<file path="src/rtl/fft_pkg.sv">
// Shared constants and beat types for the FFT post-processing blocks.
`timescale 1ns/1ps
package fft_pkg;
  localparam int FFT_N    = 16;
  localparam int SAMPLE_W = 16;
  localparam int PWR_W    = 32;
  localparam int RE_MSB   = 31;
  localparam int IM_MSB   = 15;

  typedef struct packed {
    logic             last;
    logic [PWR_W-1:0] pwr;
  } pwr_beat_t;
endpackage

</file>
<file path="src/rtl/fft_pwr_fifo.sv">
// Synchronous first-word-fall-through FIFO; dout always shows the head entry.
`timescale 1ns/1ps
module fft_pwr_fifo #(
  parameter  int WIDTH = 33,
  parameter  int DEPTH = 32,
  localparam int AW    = $clog2(DEPTH)
) (
  input  logic             clk,
  input  logic             rst,
  input  logic             push,
  input  logic             pop,
  input  logic [WIDTH-1:0] din,
  output logic [WIDTH-1:0] dout,
  output logic             empty,
  output logic             full,
  output logic [AW:0]      count
);
  logic [WIDTH-1:0] mem [DEPTH];
  logic [AW-1:0]    wr_ptr, rd_ptr;
  logic             do_push, do_pop;

  assign empty   = (count == '0);
  assign full    = (count == (AW+1)'(DEPTH));
  assign do_push = push && !full;
  assign do_pop  = pop && !empty;
  assign dout    = mem[rd_ptr];

  always_ff @(posedge clk)
    if (do_push) mem[wr_ptr] <= din;

  always_ff @(posedge clk) begin
    if (rst) begin
      wr_ptr <= '0;
      rd_ptr <= '0;
      count  <= '0;
    end else begin
      if (do_push) wr_ptr <= wr_ptr + 1'b1;
      if (do_pop)  rd_ptr <= rd_ptr + 1'b1;
      if (do_push && !do_pop)      count <= count + 1'b1;
      else if (do_pop && !do_push) count <= count - 1'b1;
    end
  end
endmodule

</file>
<file path="src/rtl/fft_pwr_peak.sv">
// Per-bin power of FFT output frames, buffered with backpressure, plus
// per-frame peak bin/power report and sticky overflow / frame-length flags.
`timescale 1ns/1ps
module fft_pwr_peak
  import fft_pkg::*;
#(
  parameter int FRAME_LEN  = FFT_N,
  parameter int FIFO_DEPTH = 32
) (
  input  logic                         clk,
  input  logic                         rst,
  input  logic [31:0]                  S_AXIS_tdata,
  input  logic                         S_AXIS_tvalid,
  input  logic [3:0]                   S_AXIS_tkeep,
  input  logic                         S_AXIS_tlast,
  output logic                         S_AXIS_tready,
  output logic [PWR_W-1:0]             M_AXIS_tdata,
  output logic                         M_AXIS_tvalid,
  output logic [3:0]                   M_AXIS_tkeep,
  output logic                         M_AXIS_tlast,
  input  logic                         M_AXIS_tready,
  output logic                         Peak_valid,
  output logic [$clog2(FRAME_LEN)-1:0] Peak_bin,
  output logic [PWR_W-1:0]             Peak_pwr,
  output logic                         Overflow,
  output logic                         Frame_err,
  input  logic                         Clr_err,
  output logic                         Busy
);
  localparam int STAGES = 2;
  localparam int BW     = $clog2(FRAME_LEN);
  localparam int CW     = $clog2(FIFO_DEPTH) + 1;
  localparam int SQ_W   = 2*SAMPLE_W - 1;
  localparam logic [BW-1:0] LAST_BIN = BW'(FRAME_LEN-1);

  logic [STAGES:1]   vld_pipe;
  logic              acc, ovf_ev, ferr_ev, pop;
  logic [CW:0]       occ;
  logic [CW-1:0]     fifo_count;
  logic              fifo_empty, fifo_full;
  pwr_beat_t         push_beat, head;

  logic signed [31:0] re_x, im_x, re_p, im_p;
  logic [SQ_W-1:0]    re_sq, im_sq;
  logic               last1, last2;
  logic [PWR_W-1:0]   pwr2;

  logic [BW-1:0]      bin_cnt, max_idx, nxt_idx;
  logic [PWR_W-1:0]   max_pwr, nxt_pwr;
  logic               take;

  // Count beats already in flight so a push can never hit a full FIFO.
  assign occ = {1'b0, fifo_count} + {{CW{1'b0}}, vld_pipe[1]} + {{CW{1'b0}}, vld_pipe[2]};
  assign S_AXIS_tready = !rst && (occ < (CW+1)'(FIFO_DEPTH));
  assign acc    = S_AXIS_tvalid && S_AXIS_tready;
  assign ovf_ev = S_AXIS_tvalid && !S_AXIS_tready;

  assign re_x = {{(32-SAMPLE_W){S_AXIS_tdata[RE_MSB]}}, S_AXIS_tdata[RE_MSB -: SAMPLE_W]};
  assign im_x = {{(32-SAMPLE_W){S_AXIS_tdata[IM_MSB]}}, S_AXIS_tdata[IM_MSB -: SAMPLE_W]};
  assign re_p = re_x * re_x;
  assign im_p = im_x * im_x;

  always_ff @(posedge clk) begin
    if (rst) begin
      vld_pipe <= '0;
      re_sq    <= '0;
      im_sq    <= '0;
      last1    <= 1'b0;
      pwr2     <= '0;
      last2    <= 1'b0;
    end else begin
      vld_pipe <= {vld_pipe[STAGES-1:1], acc};
      re_sq    <= re_p[SQ_W-1:0];
      im_sq    <= im_p[SQ_W-1:0];
      last1    <= S_AXIS_tlast;
      pwr2     <= {1'b0, re_sq} + {1'b0, im_sq};
      last2    <= last1;
    end
  end

  // Bin 0 always loads; strict compare keeps the lowest index on ties.
  assign take    = (bin_cnt == '0) || (pwr2 > max_pwr);
  assign nxt_pwr = take ? pwr2 : max_pwr;
  assign nxt_idx = take ? bin_cnt : max_idx;
  assign ferr_ev = vld_pipe[2] && (last2 ? (bin_cnt != LAST_BIN) : (bin_cnt == LAST_BIN));

  always_ff @(posedge clk) begin
    if (rst) begin
      bin_cnt    <= '0;
      max_idx    <= '0;
      max_pwr    <= '0;
      Peak_valid <= 1'b0;
      Peak_bin   <= '0;
      Peak_pwr   <= '0;
      Overflow   <= 1'b0;
      Frame_err  <= 1'b0;
    end else begin
      Peak_valid <= 1'b0;
      if (vld_pipe[2]) begin
        max_idx <= nxt_idx;
        max_pwr <= nxt_pwr;
        if (last2) begin
          Peak_bin   <= nxt_idx;
          Peak_pwr   <= nxt_pwr;
          Peak_valid <= 1'b1;
          bin_cnt    <= '0;
        end else if (bin_cnt == LAST_BIN) begin
          bin_cnt <= '0;
        end else begin
          bin_cnt <= bin_cnt + 1'b1;
        end
      end
      Overflow  <= ovf_ev  || (Overflow  && !Clr_err);
      Frame_err <= ferr_ev || (Frame_err && !Clr_err);
    end
  end

  assign push_beat = '{last: last2, pwr: pwr2};
  assign pop       = M_AXIS_tvalid && M_AXIS_tready;

  fft_pwr_fifo #(.WIDTH($bits(pwr_beat_t)), .DEPTH(FIFO_DEPTH)) u_fifo (
    .clk   (clk),
    .rst   (rst),
    .push  (vld_pipe[2]),
    .pop   (pop),
    .din   (push_beat),
    .dout  (head),
    .empty (fifo_empty),
    .full  (fifo_full),
    .count (fifo_count)
  );

  // Stale RAM contents stay hidden while the FIFO is empty.
  assign M_AXIS_tvalid = !fifo_empty;
  assign M_AXIS_tdata  = fifo_empty ? '0 : head.pwr;
  assign M_AXIS_tlast  = !fifo_empty && head.last;
  assign M_AXIS_tkeep  = 4'hf;
  assign Busy          = |vld_pipe || !fifo_empty;

  logic unused_ok;
  assign unused_ok = ^{S_AXIS_tkeep, fifo_full, re_p[31], im_p[31]};
endmodule

</file>
<file path="config.mk">
export PLATFORM = sky130hd
export DESIGN_NAME = fft_pwr_peak
export DESIGN_NICKNAME = d
export VERILOG_FILES = /design/src/rtl/fft_pkg.sv /design/src/rtl/fft_pwr_fifo.sv /design/src/rtl/fft_pwr_peak.sv
export SDC_FILE = /design/constraint.sdc
export NUM_CORES = 2
export LEC_CHECK = 0
export ABC_CLOCK_PERIOD_IN_PS = 7400
export CAP_MARGIN = 20
export CORE_MARGIN = 2
export CORE_UTILIZATION = 60
export CTS_CLUSTER_SIZE = 14
export DETAILED_ROUTE_END_ITERATION = 8
export PLACE_DENSITY_LB_ADDON = 0.25
export SETUP_SLACK_MARGIN = 0.15
export SYNTH_ARGS = -nofsm -noshare
export SYNTH_HDL_FRONTEND = slang
export SYNTH_SLANG_ARGS = --single-unit
export TNS_END_PERCENT = 50
</file>
<file path="constraint.sdc">
create_clock -name clk -period 7.4 [get_ports clk]
set_input_delay 0.74 -clock clk [delete_from_list [all_inputs] [get_ports clk]]
set_output_delay 0.74 -clock clk [all_outputs]
set_load 0.02 [all_outputs]
</file>
# Word-level counts from Yosys, hierarchy flattened
# Memory sizes are Yosys's and may differ from the RTL's. A register that Yosys moved wholly into a read port is not among the register bits.
# Index checks and enable logic that the tools add are counted.
# word_totals
mem_bits_rw	1056
ff_bits	193
n_memories	1
out_inout_bits	79
word_cells	76
# mem_list
memory	words	word_bits	read_ports	rd_clocked_by_memory_dff	wr	line_no	rtl
u_fifo.mem	32	33	1	1	1	fft_pwr_fifo.sv:18	logic [WIDTH-1:0] mem [DEPTH];
# op_classes
reduce_logical	29
n_addsub	8
eq_ne	3
muxes	13
n_lt_le_gt_ge	2
bitwise	1
n_mul	2
# op_table
cell	count
$mux 32	2
$mul 16x16->31	2
$add 31x31->32	1
$gt 32x32->1	1
$logic_and 1x1->1	12
$mux 4	3
$mux 6	2
$add 5x1->5 const B	2
$mux 5	2
$add 6x1->7	1
$add 7x1->7	1
$logic_not 1->1	7
$lt 7x6->1 const B	1
$add 6x1->6 const B	1
$eq 6x6->1 const B	1
$logic_not 6->1	1
$sub 6x1->6 const B	1
$add 4x1->4 const B	1
$eq 4x4->1 const B	1
$logic_not 4->1	1
$logic_or 1x1->1	4
$mux 1	4
$ne 4x4->1 const B	1
$reduce_or 2->1	2
other kinds (3)	3

# Logic depth before layout (Yosys ltp)
# logic_depth
word_depth	7
ltp_mapped	24
ltp_nobuf	23

# By module
# From an unflattened synthesis, not the netlist that was laid out.
# hier_totals
hier_cells	4951
hier_area_um2	67003.0
# by_module_without_submodules
module	seq_area_each_um2	cells_each	instances	area_per_inst_um2
fft_pwr_fifo	32130.8	2106	1	41603.7
fft_pwr_peak	3503.4	2845	1	25399.4

# Worst setup path after synthesis
# OpenSTA, ideal clock, no wires.
# synth_timing
path_kind	input to register
startpoint	input S_AXIS_tdata[12]
endpoint	register im_sq[30]
path_buffers	1
t_arrival_ns	6.336
setup_slack_ns	0.937
t_required_ns	7.272
path_stages	24
path_cell_list	clkbuf_1 clkinv_1 nor2_1 inv_1 fa_1 inv_1 fa_1 inv_1 fa_1 inv_1 fa_1 fa_1 inv_1 fa_1 inv_1 ha_1 nand4_1 inv_1 and3_1 a21boi_1 o41ai_1 o211ai_1 xnor2_1 nor2_1
# synth_via
elab_chain_cells	1
# synth_rtl
item	line_no	rtl
start, declared	fft_pwr_peak.sv:12	input logic [31:0] S_AXIS_tdata,
$mul 16x16->31	fft_pwr_peak.sv:61	assign im_p = im_x * im_x;
end signal, assigned	fft_pwr_peak.sv:74	im_sq <= im_p[SQ_W-1:0];
end, declared	fft_pwr_peak.sv:44	logic [SQ_W-1:0] re_sq, im_sq;
# Every way passes these cells.
# A chain may end at the register's enable or synchronous reset.

# Worst setup path in the final report
# layout_timing
startpoint	input S_AXIS_tdata[25]
endpoint	register re_sq[28]
# layout_via
elab_chain_cells	1
# layout_rtl
item	line_no	rtl
$mul 16x16->31	fft_pwr_peak.sv:60	assign re_p = re_x * re_x;
end signal, assigned	fft_pwr_peak.sv:73	re_sq <= re_p[SQ_W-1:0];
end, declared	fft_pwr_peak.sv:44	
# Every way passes these cells.

==> results.txt <==
Vias in the first global route - 38.97k
Worst r2r src - pwr2[31]
Number of setup buffers added after CTS - 0
Final Max Tran Viols - 0
First-pass GRT wire length - 238000 microns
Die width - 335.8 microns
GRT Overall Usage - 28.72%
Hold endpoint - last2
Starting Density - 60.58%
Die Span Y - 335.8 microns
Synth Area in Compound Gates - 2.868%
Post-synth top cells - edfxtp_1 (1056), inv_1 (677), fa_1 (459)
CP Launch Type - primary input
Flops & latches, synth - 1252
Worst-Margin Slew - 0.9920 ns
Unique masters post-synth - 77
EDFF count, synth - 1056
Resize count post-CTS - 0
PwrDens - 450.2 nW/um^2
Worst-Skew Late Latency - 0.73 ns
CTS tree - built
Largest net degree at the start of global routing - 105
CP Capture Type - flop
Most frequent cell after synthesis - edfxtp_1
Yosys top cell area share - 48.02%
Synthesized area per cell - 14.97 sq um
# H-tree levels - 3
CP startpoint - S_AXIS_tdata[25]
Clock buffer depth - 3
Num CTS Buffers - 116
Post-Route WL - 156800 microns
Vias per cell - 6.011
Drt pass-1 iters - 6
Final period util - 90.07%
R2r worst-path depth - 10
Total Power - 33100 uW
Achievable frequency - 150.0 MHz
Final Hold Viols - 0
Buffers on Ports - 112
Gp weighted congestion - 0.8680
Max Cap Violations - 0
Clock Tree Root - clkbuf_16
# rows - 121
Cell Area, Synth - 66040 sq um
Syn. warnings - 0
Die ar. - 112700 sq um
RSZ-0062 raised after global routing - false
Routed via count - 36.86k
Worst hold start - last1
Post-synthesis sequential area ratio - 53.96%
Post-Synth Adder-Cell Area - 18.59%
Setup TNS - 0 ns
Reg clk slew, reported paths - 0.06 ns
Tmin final - 6.665 ns
Syn Inst Count - 4411
Hold crit path type - reg -> reg
Layout Area Growth over Synthesis - 11.34%
CP Class - in -> reg
Final setup viols - 0
Wire per inst - 25.57 microns
Layout Skew - 0.07441 ns
CTS Sinks - 1252
Ys flop type - edfxtp_1
Worst EP arrival - 7.21 ns
Critical R2R Capture - max_pwr[11]
Status - complete, no violations
HPWL Detailed - 98340 microns
Core area - 109000 sq um
Antenna violations before repair - 1
Dominant cell type by area after synthesis - edfxtp_1
Drc violations - 0
Layout cells sized above 1 - 14.92%
Req. time, crit path - 7.94 ns
Total grt overflow - 0
Hold path depth - 1
Final ANT Viol Nets - 0
Synth area leaders - edfxtp_1 (48%), fa_1 (14%), mux4_2 (11%)
Hold Slack - 0.4423 ns
Worst VDD drop - 1345 uV
Final std cells w/o fill - 6132
Final nets - 5370
# hold bufs at CTS - 0
Pleak - 0.02795 uW
Slew headroom - 33.87%
R2R setup slack - 3.31 ns
I/O Pins - 121
Inst Count DP - 5913
Worst-path fanout max - 10
Antenna diodes - 0
Synth Area in Simple Gates - 5.178%
Synth Area in XOR/XNOR - 1.499%
Async set-reset flop share out of synthesis - 0%
Fraction of synthesized area in multiplexers - 12.93%
1st-iter DRT viols - 3823
Main combinational cell family by area after synthesis - adder cells
[flip-flops by register name, summed over array words and instances, names as in the netlist, 2 cells and up, named ones only]
| signal | cells |
|---|---|
| Peak_bin | 4 |
| Peak_pwr | 32 |
| bin_cnt | 4 |
| im_sq | 30 |
| max_idx | 4 |
| max_pwr | 32 |
| pwr2 | 32 |
| re_sq | 30 |
| u_fifo.count | 6 |
| u_fifo.mem | 1056 |
| u_fifo.rd_ptr | 5 |
| u_fifo.wr_ptr | 5 |
| vld_pipe | 2 |
[per-layer routing]
| metal | track usage, % | part of all wire [%] | vias up |
|---|---|---|---|
| met3 | 4.896 | 8.1 | 272 |
| met5 | 0 | 0 | - |
| met2 | 49.52 | 51 | 1570 |
| met1 | 37.87 | 38 | 19090 |
| met4 | 8.234 | 2.9 | 0 |
| li1 | - | - | 15925 |
[where the power goes]
group | total (uW) | switching [uW] | internal, uW | leakage (uW)
Clock | 5880 | 2610 | 3270 | 0.00182
Combinational | 18600 | 10500 | 8070 | 0.0148
Sequential | 8660 | 184 | 8470 | 0.0113
Total | 33100 | 13300 | 19800 | 0.0280
[worst max path at each step]
stage                      to  slack [ns]  cells after the start
finish              re_sq[28]        0.73                     22
global route        re_sq[29]        0.45                     24
CTS                 re_sq[28]        0.79                     22
detailed placement  re_sq[28]        0.09                     22
global placement    re_sq[28]        0.25                     22
floorplan           im_sq[30]        0.94                     24
[cell usage in the layout (no fill, tap or decap), drive strengths merged, types with 71 or more instances in the layout]
master / synthesis / routed
clkbuf: 118 / 146
clkdlybuf4s50: 0 / 111
mux4: 330 / 330
ha: 247 / 247
inv: 677 / 679
dfxtp: 196 / 196
and2: 76 / 76
nand2: 224 / 224
xnor2: 73 / 73
mux2i: 106 / 106
nor2: 298 / 298
a21oi: 71 / 71
buf: 52 / 149
fa: 459 / 459
edfxtp: 1056 / 1056
[per-stage QoR]
| step | setup slack [ns] | utilization (%) | instance area, sq um |
|---|---|---|---|
| after floorplan | 0.9366 | - | 66050 |
| after global placement | 0.2539 | 63.87 | 69620 |
| after detailed placement | 0.09184 | 63.90 | 69650 |
| after CTS | 0.7862 | 67.33 | 73390 |
| after global routing | 0.4460 | 67.46 | 73530 |
| final | 0.7348 | 67.46 | 73530 |
[worst max-delay path, cell delays in order]
cell and delay [ns]:
clkdlybuf4s50_1 0.80, buf_4 0.28, and2_1 0.20, inv_1 0.07
fa_1 0.50, inv_1 0.05, fa_1 0.53, inv_1 0.05
fa_1 0.48, inv_1 0.07, fa_1 0.46, fa_1 0.51
inv_1 0.05, fa_1 0.53, inv_1 0.06, ha_1 0.28
and3_1 0.22, a21boi_0 0.15, a21oi_1 0.30, nor2_1 0.10
o41ai_1 0.40, mux2_2 0.37
[kinds of logic (layout without fill, tap and decap cells)]
family / after synthesis / in the layout
xor+xnor: 113 / 113
compound gates: 290 / 290
mux: 440 / 440
other cells: 1 / 4
simple gates: 760 / 760
buf+inv: 849 / 1153
flops: 1252 / 1252
fa+ha+maj: 706 / 706
[final cells by class]
type,count,area [sq um]
Clock buffer,146,3088
Timing Repair Buffer,260,2416
Clock inverter,68,651.9
Fill cell,7483,35480
Tap cell,1414,1769
Inverter,679,2549
Sequential cell,1252,35650
Multi-Input combinational cell,2313,27410
Note: power is estimated with default switching activity, not from simulation.
